===== config.mk =====
export PLATFORM = sky130hd
export DESIGN_NAME = rf_debug_access
export DESIGN_NICKNAME = d
export VERILOG_FILES = /design/src/rtl/rf_debug_access_pkg.sv /design/src/rtl/rf_debug_timer.sv /design/src/rtl/rf_debug_access.sv
export SDC_FILE = /design/constraint.sdc
export NUM_CORES = 1
export LEC_CHECK = 0
export ABC_AREA = 0
export CORE_MARGIN = 4
export CORE_UTILIZATION = 37
export DETAILED_ROUTE_END_ITERATION = 10
export PLACE_DENSITY = 0.83
export SLEW_MARGIN = 20
export SYNTH_ARGS = -nofsm -noshare
export SYNTH_HDL_FRONTEND = slang
export SYNTH_SLANG_ARGS = --single-unit

===== constraint.sdc =====
create_clock -name clk_i -period 1.75 [get_ports clk_i]
set_input_delay 0.35 -clock clk_i [delete_from_list [all_inputs] [get_ports clk_i]]
set_output_delay 0.35 -clock clk_i [all_outputs]
set_load 0.05 [all_outputs]

===== src/rtl/rf_debug_access_pkg.sv =====
// Shared types and default widths for the debug register-file access block.
package rf_debug_access_pkg;

    localparam int DEF_ADDR_WIDTH     = 5;
    localparam int DEF_DATA_WIDTH     = 32;
    localparam int DEF_TIMEOUT_CYCLES = 255;

    typedef enum logic [1:0] {
        ST_IDLE,
        ST_HALT,
        ST_ACCESS,
        ST_RESP
    } state_e;

    // Response latch at the default data width; the top re-declares it at its own DATA_WIDTH.
    typedef struct packed {
        logic                      err;
        logic [DEF_DATA_WIDTH-1:0] rdata;
    } rsp_latch_t;

endpackage


===== src/rtl/rf_debug_timer.sv =====
// Saturating halt-wait counter; expired_o rises during the LIMIT-th enabled cycle after a clear.
module rf_debug_timer #(
    parameter int LIMIT = 255
) (
    input  logic clk_i,
    input  logic rst_i,
    input  logic clear_i,
    input  logic en_i,
    output logic expired_o
);

    localparam int CW = (LIMIT > 1) ? $clog2(LIMIT) : 1;

    logic [CW-1:0] count_q;

    always_ff @(posedge clk_i) begin
        if (rst_i || clear_i) begin
            count_q <= '0;
        end else if (en_i && !expired_o) begin
            count_q <= count_q + CW'(1);
        end
    end

    // count_q holds the number of completed waiting cycles, so LIMIT-1 marks the last one.
    assign expired_o = (count_q >= CW'(LIMIT - 1));

endmodule


===== src/rtl/rf_debug_access.sv =====
// Debug-side register-file initiator: halt the core, do one read or write, return a response.
// Optional halt-acknowledge timeout is compiled in with RF_DEBUG_TIMEOUT_EN.
module rf_debug_access
    import rf_debug_access_pkg::*;
#(
    parameter int ADDR_WIDTH     = DEF_ADDR_WIDTH,
    parameter int DATA_WIDTH     = DEF_DATA_WIDTH,
    parameter int TIMEOUT_CYCLES = DEF_TIMEOUT_CYCLES
) (
    input  logic                  clk_i,
    input  logic                  rst_i,
    input  logic                  cmd_valid_i,
    output logic                  cmd_ready_o,
    input  logic                  cmd_write_i,
    input  logic [ADDR_WIDTH-1:0] cmd_addr_i,
    input  logic [DATA_WIDTH-1:0] cmd_wdata_i,
    output logic                  rsp_valid_o,
    input  logic                  rsp_ready_i,
    output logic [DATA_WIDTH-1:0] rsp_rdata_o,
    output logic                  rsp_err_o,
    output logic                  halt_req_o,
    input  logic                  halt_ack_i,
    output logic                  rf_we_o,
    output logic [ADDR_WIDTH-1:0] rf_rw_o,
    output logic [DATA_WIDTH-1:0] rf_wdata_o,
    output logic [ADDR_WIDTH-1:0] rf_ra_o,
    input  logic [DATA_WIDTH-1:0] rf_rdata_i
);

    // Handshakes: a transfer happens on a rising edge where valid and ready are both high;
    // the offering side holds its payload stable until then.

    typedef struct packed {
        logic                  err;
        logic [DATA_WIDTH-1:0] rdata;
    } rsp_data_t;

    state_e                state_q, state_d;
    logic                  write_q, write_d;
    logic [ADDR_WIDTH-1:0] addr_q, addr_d;
    logic [DATA_WIDTH-1:0] wdata_q, wdata_d;
    rsp_data_t             rsp_q, rsp_d;
    logic                  timeout_hit;
    logic                  addr_is_x0;

    assign addr_is_x0 = (addr_q == '0);

`ifdef RF_DEBUG_TIMEOUT_EN
    logic timer_clear;
    logic timer_en;

    // Held clear outside HALT so every HALT visit starts counting from zero.
    assign timer_clear = (state_q != ST_HALT);
    assign timer_en    = (state_q == ST_HALT);

    rf_debug_timer #(
        .LIMIT(TIMEOUT_CYCLES)
    ) u_timer (
        .clk_i    (clk_i),
        .rst_i    (rst_i),
        .clear_i  (timer_clear),
        .en_i     (timer_en),
        .expired_o(timeout_hit)
    );
`else
    logic unused_timeout_cfg;

    assign unused_timeout_cfg = ^TIMEOUT_CYCLES;
    assign timeout_hit        = 1'b0;
`endif

    always_ff @(posedge clk_i) begin
        if (rst_i) begin
            state_q <= ST_IDLE;
            write_q <= 1'b0;
            addr_q  <= '0;
            wdata_q <= '0;
            rsp_q   <= '0;
        end else begin
            state_q <= state_d;
            write_q <= write_d;
            addr_q  <= addr_d;
            wdata_q <= wdata_d;
            rsp_q   <= rsp_d;
        end
    end

    always_comb begin
        state_d = state_q;
        write_d = write_q;
        addr_d  = addr_q;
        wdata_d = wdata_q;
        rsp_d   = rsp_q;
        case (state_q)
            ST_IDLE: begin
                if (cmd_valid_i && cmd_ready_o) begin
                    write_d = cmd_write_i;
                    addr_d  = cmd_addr_i;
                    wdata_d = cmd_wdata_i;
                    state_d = ST_HALT;
                end
            end
            ST_HALT: begin
                // An acknowledge arriving in the final waiting cycle still wins over the timeout.
                if (halt_ack_i) begin
                    state_d = ST_ACCESS;
                end else if (timeout_hit) begin
                    rsp_d.err   = 1'b1;
                    rsp_d.rdata = '0;
                    state_d     = ST_RESP;
                end
            end
            ST_ACCESS: begin
                rsp_d.err   = write_q && addr_is_x0;
                rsp_d.rdata = (write_q || addr_is_x0) ? '0 : rf_rdata_i;
                state_d     = ST_RESP;
            end
            ST_RESP: begin
                if (rsp_ready_i) begin
                    rsp_d   = '0;
                    state_d = ST_IDLE;
                end
            end
            default: begin
                state_d = ST_IDLE;
            end
        endcase
    end

    // Every output is decoded from registered state; rst_i only masks the accept.
    assign cmd_ready_o = (state_q == ST_IDLE) && !rst_i;
    assign halt_req_o  = (state_q == ST_HALT) || (state_q == ST_ACCESS);
    assign rf_we_o     = (state_q == ST_ACCESS) && write_q && !addr_is_x0;
    assign rf_rw_o     = rf_we_o ? addr_q : '0;
    assign rf_wdata_o  = rf_we_o ? wdata_q : '0;
    assign rf_ra_o     = ((state_q == ST_ACCESS) && !write_q) ? addr_q : '0;
    assign rsp_valid_o = (state_q == ST_RESP);
    assign rsp_err_o   = (state_q == ST_RESP) && rsp_q.err;
    assign rsp_rdata_o = (state_q == ST_RESP) ? rsp_q.rdata : '0;

endmodule


# == Yosys cells after proc, flatten, opt, wreduce, memory -nomap -nowiden ==
# Cells that the tools add are included.
# word_totals
regBits,73
latchBits,0
ramBits,0
rom_bits,0
in_bits,75
output_inout_bits,79
elab_cells,41
memories,0
# op_classes
n_addsub,0
multipliers,0
n_div,0
order_cmp,0
n_eq_ne,6
n_shift,0
muxes,11
n_bitwise,0
n_reduce_logical,18
# op_table
op,n
32-bit two-way mux,3
33-bit case mux with 2 select lines,1
33-bit two-way mux,1
5-bit two-way mux,2
2-bit case mux with 4 select lines,1
1-bit logical AND,7
2-bit two-way mux,3
5-bit zero test,1
2-bit == test (second input constant),2
2-bit inequality test (second input constant),2
2-bit AND reduction,2
1-bit zero test,3
3-bit AND reduction,1
2-bit by 1-bit == test with 1-bit output (second input constant),1
2-bit zero test,1
1-bit logical OR,2
2-bit by 1-bit inequality test with 1-bit output (second input constant),1
2-bit nonzero test,1

# == Logic depth before layout (Yosys ltp) ==
# depth
ltp_word,5
ltp_mapped,7
depth_no_buf,5

# == Worst setup path after synthesis ==
# No wires, ideal clock.
# synth_path
path_kind,flip-flop to output port
startpoint,register state_q[0]
endpoint,output port rf_wdata_o[22]
arrival_ns,2.096
required_ns,1.400
slack_ns,-0.696
path_stages_with_launch,7
n_path_buf,1
path_cell_list,dfxtp_1 inv_1 ha_1 nand2_1 a21oi_1 clkbuf_1 and2_1
# synth_via
elab_chain_cells,4
# synth_rtl
element,line,source
"start, declared",rf_debug_access.sv:38,"state_e state_q, state_d;"
"start signal, assigned",rf_debug_access.sv:80,state_q <= state_d;
2-bit == test,rf_debug_access.sv:133,assign rf_we_o = (state_q == ST_ACCESS) && write_q && !addr_is_x0;
1-bit logical AND (2 in series),rf_debug_access.sv:133,
named net rf_we_o,rf_debug_access.sv:23,"output logic rf_we_o,"
32-bit two-way mux,rf_debug_access.sv:135,assign rf_wdata_o = rf_we_o ? wdata_q : '0;
"end, declared",rf_debug_access.sv:25,"output logic [DATA_WIDTH-1:0] rf_wdata_o,"
# The timed path passes the listed nets, and every way through them passes these cells.

# == Worst setup path in the final report ==
# layout_path
startpoint,register addr_q[0]
endpoint,output port rf_wdata_o[13]
# layout_via
elab_chain_cells,4
# layout_rtl
element,line,source
"start, declared",rf_debug_access.sv:40,"logic [ADDR_WIDTH-1:0] addr_q, addr_d;"
"start signal, assigned",rf_debug_access.sv:82,addr_q <= addr_d;
5-bit zero test,rf_debug_access.sv:46,assign addr_is_x0 = (addr_q == '0);
1-bit zero test,rf_debug_access.sv:133,
1-bit logical AND,rf_debug_access.sv:133,
32-bit two-way mux,rf_debug_access.sv:135,
# No other way between the ends.

==> results by group <==
Status
  • Status: finished, violations left
  • Failing checks: negative setup slack

Yosys
  • Post-synth EDFFs: 0
  • Cells after synthesis: 348
  • Most used DFF post-synth: dfxtp_1
  • Top cell type's share of synthesized area: 46.0%
  • Synth warn: 0
  • Largest cells by area after synthesis: dfxtp_1 46%, and2_1 13%, a22o_2 8.8%
  • Syn Nets: 427
  • Register area share after synthesis: 46.0%
  • Cell Area, Synth: 3170 sq um
  • #FFs+latches synth: 73
  • Post-Syn Area per Cell: 9.12 sq um
  • Post-synthesis async set-or-reset flop share: 0%
  • Cell type with the largest total area after synthesis: dfxtp_1
  • Synth cell types: 29

Power and ir drop
  • LEAKAGE: 0.00272 uW
  • Maximum vdd drop: 0.451 mV
  • Total Power: 5850 uW
  • Power Density: 873 nW/um^2

STA
  • Pins Over Slew Limit: 0
  • Fin crit period: 2.02 ns
  • Final setup violation count: 106
  • Clock skew: 0.0111 ns
  • Fmax: 0.496 GHz
  • Fin crit share: 115%
  • Hold Vio Cnt, Final: 0
  • Final setup margin: -0.266 ns
  • Slew @ Worst Pin: 0.304 ns
  • Unrepaired setup endpoints after global routing: true
  • Slew margin rel.: 79.6%
  • Final hold slack: 0.476 ns

Floorplanning
  • Rows: 33
  • Core area: 8300 sq um
  • Die Wd: 101 microns
  • DIE HEIGHT: 101 microns
  • I/O pin total: 154
  • Starting Density: 38.2%
  • Die Footprint: 10100 sq um

Worst setup path
  • CP Class: flip-flop to output pin
  • Crit-path max FO: 17
  • Crit-path cells: nor4_4, a21oi_4, buf_12, and2_4, buf_12
  • Crit. End Element: output pin
  • WP data arrival: 1.67 ns
  • Critical Path Slowest Stage Cell: nor4_4
  • Worst path required time: 1.40 ns
  • CP bufs+invs: 2
  • Crit path max-delay family: simple AND/OR/NAND/NOR gates
  • Startpoint Class: flip-flop
  • Crit-path most repeated cell: buf_12
  • Slowest stage delay, CP: 0.35 ns

Worst hold path
  • Hold WC Path Type: flip-flop to flip-flop

Global routing
  • Routing usage on met1: 20.7%
  • First-pass GRT wire length: 16300 microns
  • Total grt overflow: 0
  • GRT met2 Usage: 36.9%
  • Largest net degree at the start of global routing: 39
  • Routing usage on met3: 9.55%
  • GRT Overall Usage: 20.7%
  • Initial antenna violation count: 0
  • Grt peak-use layer: met2
  • Number of global-route vias before repair: 3322

Final layout
  • Commonest non-fill, non-tap cell in the layout: buf_12
  • # diodes: 0
  • Nets: 606
  • Most frequent cells in the layout: 87 x buf_12, 74 x clkdlybuf4s50_1, 70 x and2_4
  • Fillers: 459
  • Non-Filler Instances: 637
  • Syn-to-layout area delta: 111%
  • Proportion of layout cells with a drive suffix above 1: 48.5%

Clock network
  • Clock tree buffer depth: 2
  • Clk slew on worst S/H paths: 0.07 ns
  • Inserted Clock Buffers: 9
  • Worst-skew pair later-pin latency: 0.35 ns
  • Clock root buffer: clkbuf_8
  • CTS sink cnt: 73
  • Htree depth: 3
  • Cts hold-fix bufs: 0
  • CTS tree: yes

Drt
  • Residual DRC: 0
  • DRT iter0 DRCs: 51
  • DR vias/cell: 4.93
  • Antenna-violating nets left: 0
  • WL per Instance: 18.0 microns
  • First-pass iteration count of the detailed router: 4
  • Via count: 3139
  • WL final: 11500 microns

Placement
  • RePlAce Congestion: 0.740
  • Post-DP HPWL: 7250 microns
  • Cells after DPL: 599
  • PortBufs: 153

Job
  • Max Cap Viol: 0
where the power goes:
| part | switching (uW) | internal [uW] | total (uW) |
|---|---|---|---|
| Clock | 643 | 738 | 1380 |
| Combinational | 1040 | 1230 | 2270 |
| Sequential | 224 | 1980 | 2210 |
layout make-up:
| cell class | count | area, sq um | area share, % |
|---|---|---|---|
| flip-flops and latches | 73 | 1470 | 21.9 |
| clock buffers | 12 | 155 | 2.31 |
| repair buffers | 194 | 2890 | 43.1 |
| clock inverters | 4 | 51.3 | 0.765 |
| well taps | 105 | 131 | 1.96 |
| multi-input cells | 246 | 1990 | 29.8 |
| inverters | 3 | 11.3 | 0.168 |
worst register-to-register path: stages (launching register included):
cell and delay (ns):
dfxtp_4 0.36, buf_4 0.14, ha_4 0.19, buf_12 0.13
or4b_4 0.49, a21oi_4 0.16, buf_6 0.15, clkbuf_16 0.15
a22o_1 0.15
routing by layer:
| layer | up-vias | routed length, microns | part of all wire (%) |
|---|---|---|---|
| li1 | 1511 | - | - |
| met5 | - | 0 | 0 |
| met3 | 18 | 1210 | 11 |
| met2 | 131 | 5850 | 51 |
| met4 | 0 | 225 | 2.0 |
| met1 | 1479 | 4160 | 36 |
cells by family after synthesis:
group	Yosys count	synth area share (%)
compound gates	76	17.6
fa+ha+maj	4	1.58
flops	73	46.0
buf+inv	29	4.69
mux	1	0.315
simple gates	165	29.8
state kept, by name, summed over array words and instances (netlist names):
name	cells
addr_q	5
write_q	1
wdata_q	32
rsp_q	33
state_q	2
synthesized netlist by cell type, types with 3 or more instances:
cell type  number
o21ai_0        37
ha_1            4
clkbuf_1       14
a22o_2         28
and2_1         68
nand2b_1       42
inv_1           3
nand2_1        39
a22o_1          4
dfxtp_1        73
and3_1          4
buf_6           4
buf_2           8
per-stage QoR:
step	util (%)	area (sq um)	setup WS (ns)	TNS (ns)
after floorplan	-	3320	0.00269	0
after global placement	70.3	5830	-0.153	-5.37
after detailed placement	70.3	5830	-0.163	-5.76
after CTS	76.9	6380	-0.260	-20.00
after global routing	80.8	6700	-0.336	-26.43
final	80.8	6700	-0.266	-21.55
repair_timing:
action | 4_1_cts | 5_1_grt
pin swaps | 15 | 23
gates resized for setup | 69 | 33
cloned | 3 | 6
endpoints found under the hold margin | 0 | 0
buffers inserted | 10 | 4
setup endpoints to repair | 91 | 110
worst paths after layout:
kind	startpoint	to	slack, ns	cells past startpoint
worst min register to register	wdata_q[1]$_SDFFE_PP0P_	wdata_q[1]$_SDFFE_PP0P_	0.48	2
worst min-delay path	wdata_q[1]$_SDFFE_PP0P_	wdata_q[1]$_SDFFE_PP0P_	0.48	2
worst max register to register	state_q[1]$_SDFFE_PP0P_	rsp_q[30]$_SDFFE_PP0P_	-0.23	8
worst max-delay path	addr_q[0]$_SDFFE_PP0P_	rf_wdata_o[13]	-0.27	5
Power figures use the tool's default switching activity.
